==> src/rtl/fir_sample_src.sv <==
// Cyclic sample-table player feeding the FIR xin/en input.
// Plays a loadable DEPTH-entry table in finite bursts or continuously.

module fir_sample_src_chk (
  input logic clk,
  input logic rstn,
  input logic en,
  input logic busy,
  input logic done
);
  a_done_idle : assert property (@(posedge clk) disable iff (!rstn) done |-> (!en && !busy));
  a_done_once : assert property (@(posedge clk) disable iff (!rstn) done |=> !done);
  a_en_busy   : assert property (@(posedge clk) disable iff (!rstn) en |-> busy);
endmodule

module fir_sample_src #(
  parameter int DW    = 12,
  parameter int DEPTH = 200,
  parameter int AW    = 8,
  parameter int BLW   = 16
) (
  input  logic           clk,
  input  logic           rstn,
  input  logic           wr_en,
  input  logic [AW-1:0]  wr_addr,
  input  logic [DW-1:0]  wr_data,
  input  logic           start,
  input  logic           stop,
  input  logic [BLW-1:0] burst_len,
  output logic           en,
  output logic [DW-1:0]  xout,
  output logic           busy,
  output logic           done
);

  typedef enum logic [0:0] {
    ST_IDLE = 1'b0,
    ST_RUN  = 1'b1
  } state_t;

  localparam logic [AW-1:0] LAST_ADDR = AW'(DEPTH - 1);

  function automatic logic [AW-1:0] next_addr(input logic [AW-1:0] a);
    if (a == LAST_ADDR) begin
      next_addr = {AW{1'b0}};
    end else begin
      next_addr = a + {{(AW-1){1'b0}}, 1'b1};
    end
  endfunction

  logic [DW-1:0]  mem [DEPTH];
  state_t         state_r;
  logic [AW-1:0]  rd_addr_r;
  logic [BLW-1:0] len_r;
  logic [BLW-1:0] cnt_r;
  logic           en_r;
  logic [DW-1:0]  xout_r;
  logic           busy_r;
  logic           done_r;
  logic           wr_ok_s;
  logic           finite_s;

  assign wr_ok_s  = wr_en && (wr_addr <= LAST_ADDR);
  assign finite_s = (len_r != {BLW{1'b0}});

  // Table RAM: unreset, write-only port here; reads in the FSM see pre-write data.
  always_ff @(posedge clk) begin
    if (wr_ok_s) begin
      mem[wr_addr] <= wr_data;
    end
  end

  // Playback FSM with registered stream and status outputs.
  always_ff @(posedge clk or negedge rstn) begin
    if (!rstn) begin
      state_r   <= ST_IDLE;
      rd_addr_r <= {AW{1'b0}};
      len_r     <= {BLW{1'b0}};
      cnt_r     <= {BLW{1'b0}};
      en_r      <= 1'b0;
      xout_r    <= {DW{1'b0}};
      busy_r    <= 1'b0;
      done_r    <= 1'b0;
    end else begin
      case (state_r)
        ST_IDLE: begin
          en_r   <= 1'b0;
          done_r <= 1'b0;
          if (start && !stop) begin
            state_r   <= ST_RUN;
            busy_r    <= 1'b1;
            len_r     <= burst_len;
            cnt_r     <= {BLW{1'b0}};
            rd_addr_r <= {AW{1'b0}};
          end else begin
            busy_r <= 1'b0;
          end
        end
        ST_RUN: begin
          // stop wins over a burst that completes on the same edge: no done pulse.
          if (stop) begin
            state_r   <= ST_IDLE;
            en_r      <= 1'b0;
            busy_r    <= 1'b0;
            done_r    <= 1'b0;
            rd_addr_r <= {AW{1'b0}};
            cnt_r     <= {BLW{1'b0}};
          end else if (finite_s && (cnt_r == len_r)) begin
            state_r   <= ST_IDLE;
            en_r      <= 1'b0;
            busy_r    <= 1'b0;
            done_r    <= 1'b1;
            rd_addr_r <= {AW{1'b0}};
            cnt_r     <= {BLW{1'b0}};
          end else begin
            en_r      <= 1'b1;
            busy_r    <= 1'b1;
            done_r    <= 1'b0;
            xout_r    <= mem[rd_addr_r];
            rd_addr_r <= next_addr(rd_addr_r);
            if (finite_s) begin
              cnt_r <= cnt_r + {{(BLW-1){1'b0}}, 1'b1};
            end else begin
              cnt_r <= cnt_r;
            end
          end
        end
        default: begin
          state_r   <= ST_IDLE;
          en_r      <= 1'b0;
          busy_r    <= 1'b0;
          done_r    <= 1'b0;
          rd_addr_r <= {AW{1'b0}};
          cnt_r     <= {BLW{1'b0}};
        end
      endcase
    end
  end

  assign en   = en_r;
  assign xout = xout_r;
  assign busy = busy_r;
  assign done = done_r;

  fir_sample_src_chk u_chk (
    .clk  (clk),
    .rstn (rstn),
    .en   (en_r),
    .busy (busy_r),
    .done (done_r)
  );

endmodule

==> config.mk <==
export PLATFORM = sky130hd
export DESIGN_NAME = fir_sample_src
export DESIGN_NICKNAME = d
export VERILOG_FILES = /design/src/rtl/fir_sample_src.sv
export SDC_FILE = /design/constraint.sdc
export NUM_CORES = 2
export LEC_CHECK = 0
export CAP_MARGIN = 20
export CORE_MARGIN = 1
export CORE_UTILIZATION = 55
export DETAILED_ROUTE_END_ITERATION = 6
export PLACE_DENSITY = 0.71
export RECOVER_POWER = 25
export SKIP_LAST_GASP = 1
export SYNTH_ARGS = -nofsm -noshare
export SYNTH_HDL_FRONTEND = slang
export SYNTH_SLANG_ARGS = --single-unit
==> constraint.sdc <==
create_clock -name clk -period 5.8 [get_ports clk]
set_clock_uncertainty 0.2 [all_clocks]
set_input_delay 1.45 -clock clk [delete_from_list [all_inputs] [get_ports clk]]
set_output_delay 1.45 -clock clk [all_outputs]
set_load 0.01 [all_outputs]
Word level (Yosys, flattened, before mapping)
Memory sizes are Yosys's and may differ from the RTL's. A register that Yosys moved wholly into a read port is not among the register bits.
Index checks and enable logic that the tools add are counted.
{"block": "word_totals", "ram_bits": 2400, "out_inout_bits": 15, "inputBits": 41, "word_cells": 46, "regBits": 43, "mem_count": 1}
{"name": "mem", "words": 200, "width": 12, "rd": 1, "rd_ports_with_merged_regs": 1, "write_ports": 1, "line": "51", "rtl": "logic [DW-1:0] mem [DEPTH];"}
{"block": "classes", "n_mux": 20, "order_cmp": 1, "bitwise_logic": 3, "add_sub_neg": 2, "reduce_logical": 9, "n_eq_ne": 4}
{"cell": "2-to-1 mux 16 bit", "n": 4}
{"cell": "2-to-1 mux 8 bit", "n": 4}
{"cell": "case mux 16 bit (2 select lines)", "n": 1}
{"cell": "adder 16 x 1 -> 16 bit (second input constant)", "n": 1}
{"cell": "== test 16 bit", "n": 1}
{"cell": "case mux 8 bit (2 select lines)", "n": 1}
{"cell": "nonzero test 16 bit", "n": 1}
{"cell": "adder 8 x 1 -> 8 bit (second input constant)", "n": 1}
{"cell": "== test 8 bit (second input constant)", "n": 1}
{"cell": "less-or-equal comparator 8 bit (second input constant)", "n": 1}
{"cell": "2-to-1 mux 1 bit", "n": 7}
{"cell": "case mux 1 bit (2 select lines)", "n": 3}
{"cell": "inequality test 4 x 2 -> 1 bit (second input constant)", "n": 1}
{"cell": "AND reduction 2 bit", "n": 2}
{"cell": "logical AND 1 bit", "n": 3}
{"cell": "inverter 1 bit", "n": 3}
{"cell": "AND reduction 3 bit", "n": 1}
{"cell": "zero test 1 bit", "n": 2}
{"cell": "inequality test 2 bit (second input constant)", "n": 1}

Longest topological paths before layout
{"block": "depth", "ltp_word": 5, "mapped_depth": 13, "ltp_nobuf": 8}

Worst setup path after synthesis
Ideal clock, no wire load.
{"block": "synth_timing", "path_kind": "in2reg", "start": "in wr_addr[3]", "end": "mem mem[84][0], enable pin", "n_path_buf": 2, "required_ns": 5.220, "path_stages": 6, "slack_ns": 1.649, "setup_time_ns": 0.380, "arrival_time_ns": 3.571, "cell_sequence": "clkbuf_1 > o311ai_0 > and2_1 > clkbuf_1 > nand3_1 > nor2_1"}
{"block": "synth_via", "elab_chain_len": 4}
{"item": "start, declared", "line": "25", "rtl": "input logic [AW-1:0] wr_addr,"}
{"item": "less-or-equal comparator 8 bit", "line": "63", "rtl": "assign wr_ok_s = wr_en && (wr_addr <= LAST_ADDR);"}
{"item": "logical AND 1 bit", "line": "63"}
{"item": "2-to-1 mux 1 bit", "line": "68", "rtl": "if (wr_ok_s) begin"}
{"item": "2-to-1 mux 1 bit (not written as such)", "line": "69", "rtl": "mem[wr_addr] <= wr_data;"}
{"item": "end, declared", "line": "51"}
Parallel ways exist; a longest one is shown, timed or not.

Final worst setup path
{"block": "layout_timing", "start": "in wr_data[2]", "end": "mem mem[37][2], data pin"}
{"item": "start, declared", "line": "26", "rtl": "input logic [DW-1:0] wr_data,"}
No word-level cell before the write port.

==> results.py <==
metrics = {
    "outcome": {
        "outcome": "complete, but fails checks",
        "violations": "DRC, capacitance limit, slew limit",
    },
    "hold_path": {
        "worstHoldPathType": "reg -> reg",
        "hp-start": "len_r[5]$_DFFE_PN0P_",
        "hold_depth": 1,
        "min_to": "len_r[5]$_DFFE_PN0P_",
    },
    "worst_setup_path": {
        "r2r-start": "rd_addr_r[0]$_DFFE_PN0P_",
        "cp_data_required_time_ps": 6230,
        "reg2reg_depth": 8,
        "rr_endpoint": "xout[3]$_DFFE_PN0P_",
        "endpoint_kind": "flop",
        "ff2ff_setup_slack_ps": 970,
        "worstSetupStartpointType": "input pin",
        "path_buf_inv": 2,
        "critPathSlowestCell": "dlygate4sd2_1",
        "crit_path_start": "wr_data[2]",
        "worstPathArrival_ps": 5430,
        "crit_chain": "dlygate4sd2_1 > buf_4",
        "crit_fanout": 90,
        "slowest_delay_ps": 3080,
        "critPathKind": "in -> reg",
        "cp_top_family": "buffers and inverters",
    },
    "synthesis": {
        "yosys_register_bits": 2455,
        "synth_cell_types": 68,
        "synth_edf_count": 2400,
        "synth_ff_type": "edfxtp_1",
        "synth_compound_area_frac": 0.0232,
        "synth_simple_gate_area_frac": 0.0318,
        "synth_top_family_by_area": "multiplexers",
        "syn_inst": 4511,
        "synth-seq-area-share": 0.768,
        "synthXorXnorAreaFrac": 0.00257,
        "yosys_warnings": 0,
        "synth_top_area_frac": 0.754,
        "synth_common_cells": "edfxtp_1 (2400), mux4_2 (591), nor2_1 (274)",
        "muxShareOfSynthArea": 0.157,
        "avgSynthCellArea_um2": 21.2,
        "syn-num-nets": 4554,
        "synthTopCellsByArea": "edfxtp_1 (75%), mux4_2 (14%), dfrtp_1 (1.4%)",
        "synth_fa_ha_area_frac": 0.000262,
        "syn_area_um2": 95600,
        "synthArstFlopShare": 0.0224,
        "synth.most_common_cell": "edfxtp_1",
        "synth_top_cell_by_area": "edfxtp_1",
    },
    "sta": {
        "setup-violations-final": 0,
        "fin_ws_ps": 794,
        "fin_crit_ps": 5010,
        "drv_slew": 1273,
        "period_share": 0.863,
        "rsz0062_at_grt": "false",
        "worstMarginPinSlew_ps": 4440,
        "tns_ps": 0,
        "timing.fmax_mhz": 200,
        "finalHoldViolCount": 0,
        "relSlewSlack": -1.96,
    },
    "pwr": {
        "power_frac_comb": 0.155,
        "intPower_mw": 30.7,
        "p_per_area_nw_per_um2": 380,
        "p_leak_nw": 34.1,
        "swShare": 0.254,
        "ir_drop_v": 0.000310,
        "seqPwrFrac": 0.481,
        "switching_power_mw": 10.5,
        "clockPowerShare": 0.363,
    },
    "placed_design": {
        "place_congestion": 0.945,
        "port_buffers": 55,
        "dpl_worst_slack_ps": 499,
        "placed_cell_area_um2": 101000,
        "dp_hpwl_um": 159000,
        "dp.cells": 7006,
    },
    "clock_network": {
        "cts_hold_buf": 0,
        "cts_buffers": 229,
        "clock-sinks": 2455,
        "cts_resized": 0,
        "htree_levels": 4,
        "cts_tree": "done",
        "post_cts_buffers": 0,
        "cts.clk_slew.worst_paths_ps": 60,
        "cts-root-buf": "clkbuf_16",
        "clockBufferDepth": 3,
        "clock_latency_ps": 910,
    },
    "finish": {
        "layout-drive-gt1-share": 0.264,
        "area_delta_synth_final_pct": 13.3,
        "nets": 4971,
        "stdcell_count": 7453,
        "final_cell_area_um2": 108000,
    },
    "floorplan": {
        "die_h_um": 419,
        "die_width_um": 419,
        "core_area_um2": 172000,
        "die_area_um2": 175000,
        "ios": 56,
        "rows": 152,
        "start_util": 0.555,
    },
    "global_route": {
        "grt_pass1_vias": 48800,
        "overflow": 0,
        "globalRouteTotalUtil": 0.299,
        "grt_pass1_wl_um": 366000,
        "grt_max_degree": 161,
        "antenna_found_initial": 14,
    },
    "route": {
        "drtIter0Drc": 7474,
        "remaining_drc_errors": 5,
        "vias": 49700,
        "drtPass1Iterations": 7,
        "wl_um": 258000,
        "wl_per_cell_um": 34.7,
        "routed_via_density": 6.66,
        "drtAntennaViolNets": 0,
    },
    "job": {
        "cap_viol_max_count": 15,
    },
}
through the flow:
stage | total power [mW] | utilization | hold WS (ps)
finish | 41.2 | 0.629 | 362
global route | 42.2 | 0.629 | 377
CTS | 41.2 | 0.629 | 365
detailed placement | 26.5 | 0.586 | 349
global placement | 26.5 | 0.586 | 341
floorplan | 24.2 | - | 303
power by group through the flow:
stage,Sequential (mW),Combinational (mW),Clock (mW)
2_1_floorplan,20.0,4.25,0
3_3_place_gp,20.2,6.29,0
3_5_place_dp,20.2,6.35,0
4_1_cts,19.8,6.38,15.1
5_1_grt,19.8,6.63,15.7
6_report,19.8,6.40,15.0
worst max path at each step:
stage                           endpoint  slack (ps)  cells past startpoint
floorplan           mem[84][0]$_DFFE_PP_        1650                      6
global placement    mem[98][0]$_DFFE_PP_         690                      7
detailed placement  mem[98][2]$_DFFE_PP_         500                      7
CTS                  xout[3]$_DFFE_PN0P_        1230                     10
global route        mem[34][1]$_DFFE_PP_         550                      2
finish              mem[37][2]$_DFFE_PP_         790                      2
routing by layer:
| metal | GRT usage | share of wire | wire, µm | vias up |
|---|---|---|---|---|
| li1 | - | - | - | 19600 |
| met1 | 0.418 | 0.37 | 94400 | 26000 |
| met2 | 0.447 | 0.46 | 120000 | 3422 |
| met3 | 0.0783 | 0.12 | 31800 | 609 |
| met4 | 0.134 | 0.048 | 12300 | 12 |
| met5 | 0.00445 | 0.00076 | 197 | - |
cell usage in the layout (no fill, tap or decap), types with 32 or more instances in the layout:
master / Yosys / routed
o21ai_0: 38 / 38
a22oi_1: 49 / 49
nand2_1: 233 / 230
mux4_2: 591 / 591
clkdlybuf4s50_1: 0 / 42
mux2i_1: 128 / 128
dfrtp_1: 55 / 48
nand3_1: 68 / 65
clkbuf_1: 83 / 60
buf_4: 31 / 341
clkinv_2: 0 / 52
nor2_1: 274 / 270
o221ai_1: 32 / 32
clkbuf_16: 0 / 229
a21oi_1: 60 / 60
clkinv_1: 4 / 51
edfxtp_1: 2400 / 2400
cell type report:
| cell class | count | area, µm² |
|---|---|---|
| repair buffers | 430 | 3680 |
| diodes | 11 | 27.5 |
| clock buffers | 287 | 5990 |
| clock inverters | 148 | 1530 |
| multi-input cells | 1801 | 20600 |
| inverters | 11 | 48.8 |
| flip-flops and latches | 2455 | 73500 |
| well taps | 2310 | 2890 |
| fillers | 11400 | 63900 |
logic make-up after synthesis:
kind of cell / Yosys count
buffers and inverters: 255
muxes: 747
and+or+nand+nor: 705
DFF: 2455
AOI/OAI and AO/OA: 319
xor gates and xnor gates: 28
adders and majority gates: 2
state kept, by name, summed over array words and instances (netlist names):
signal     count
cnt_r         16
xout          12
done           1
mem         2400
en             1
rd_addr_r      8
len_r         16
busy           1
(Power assumes the default switching activity.)
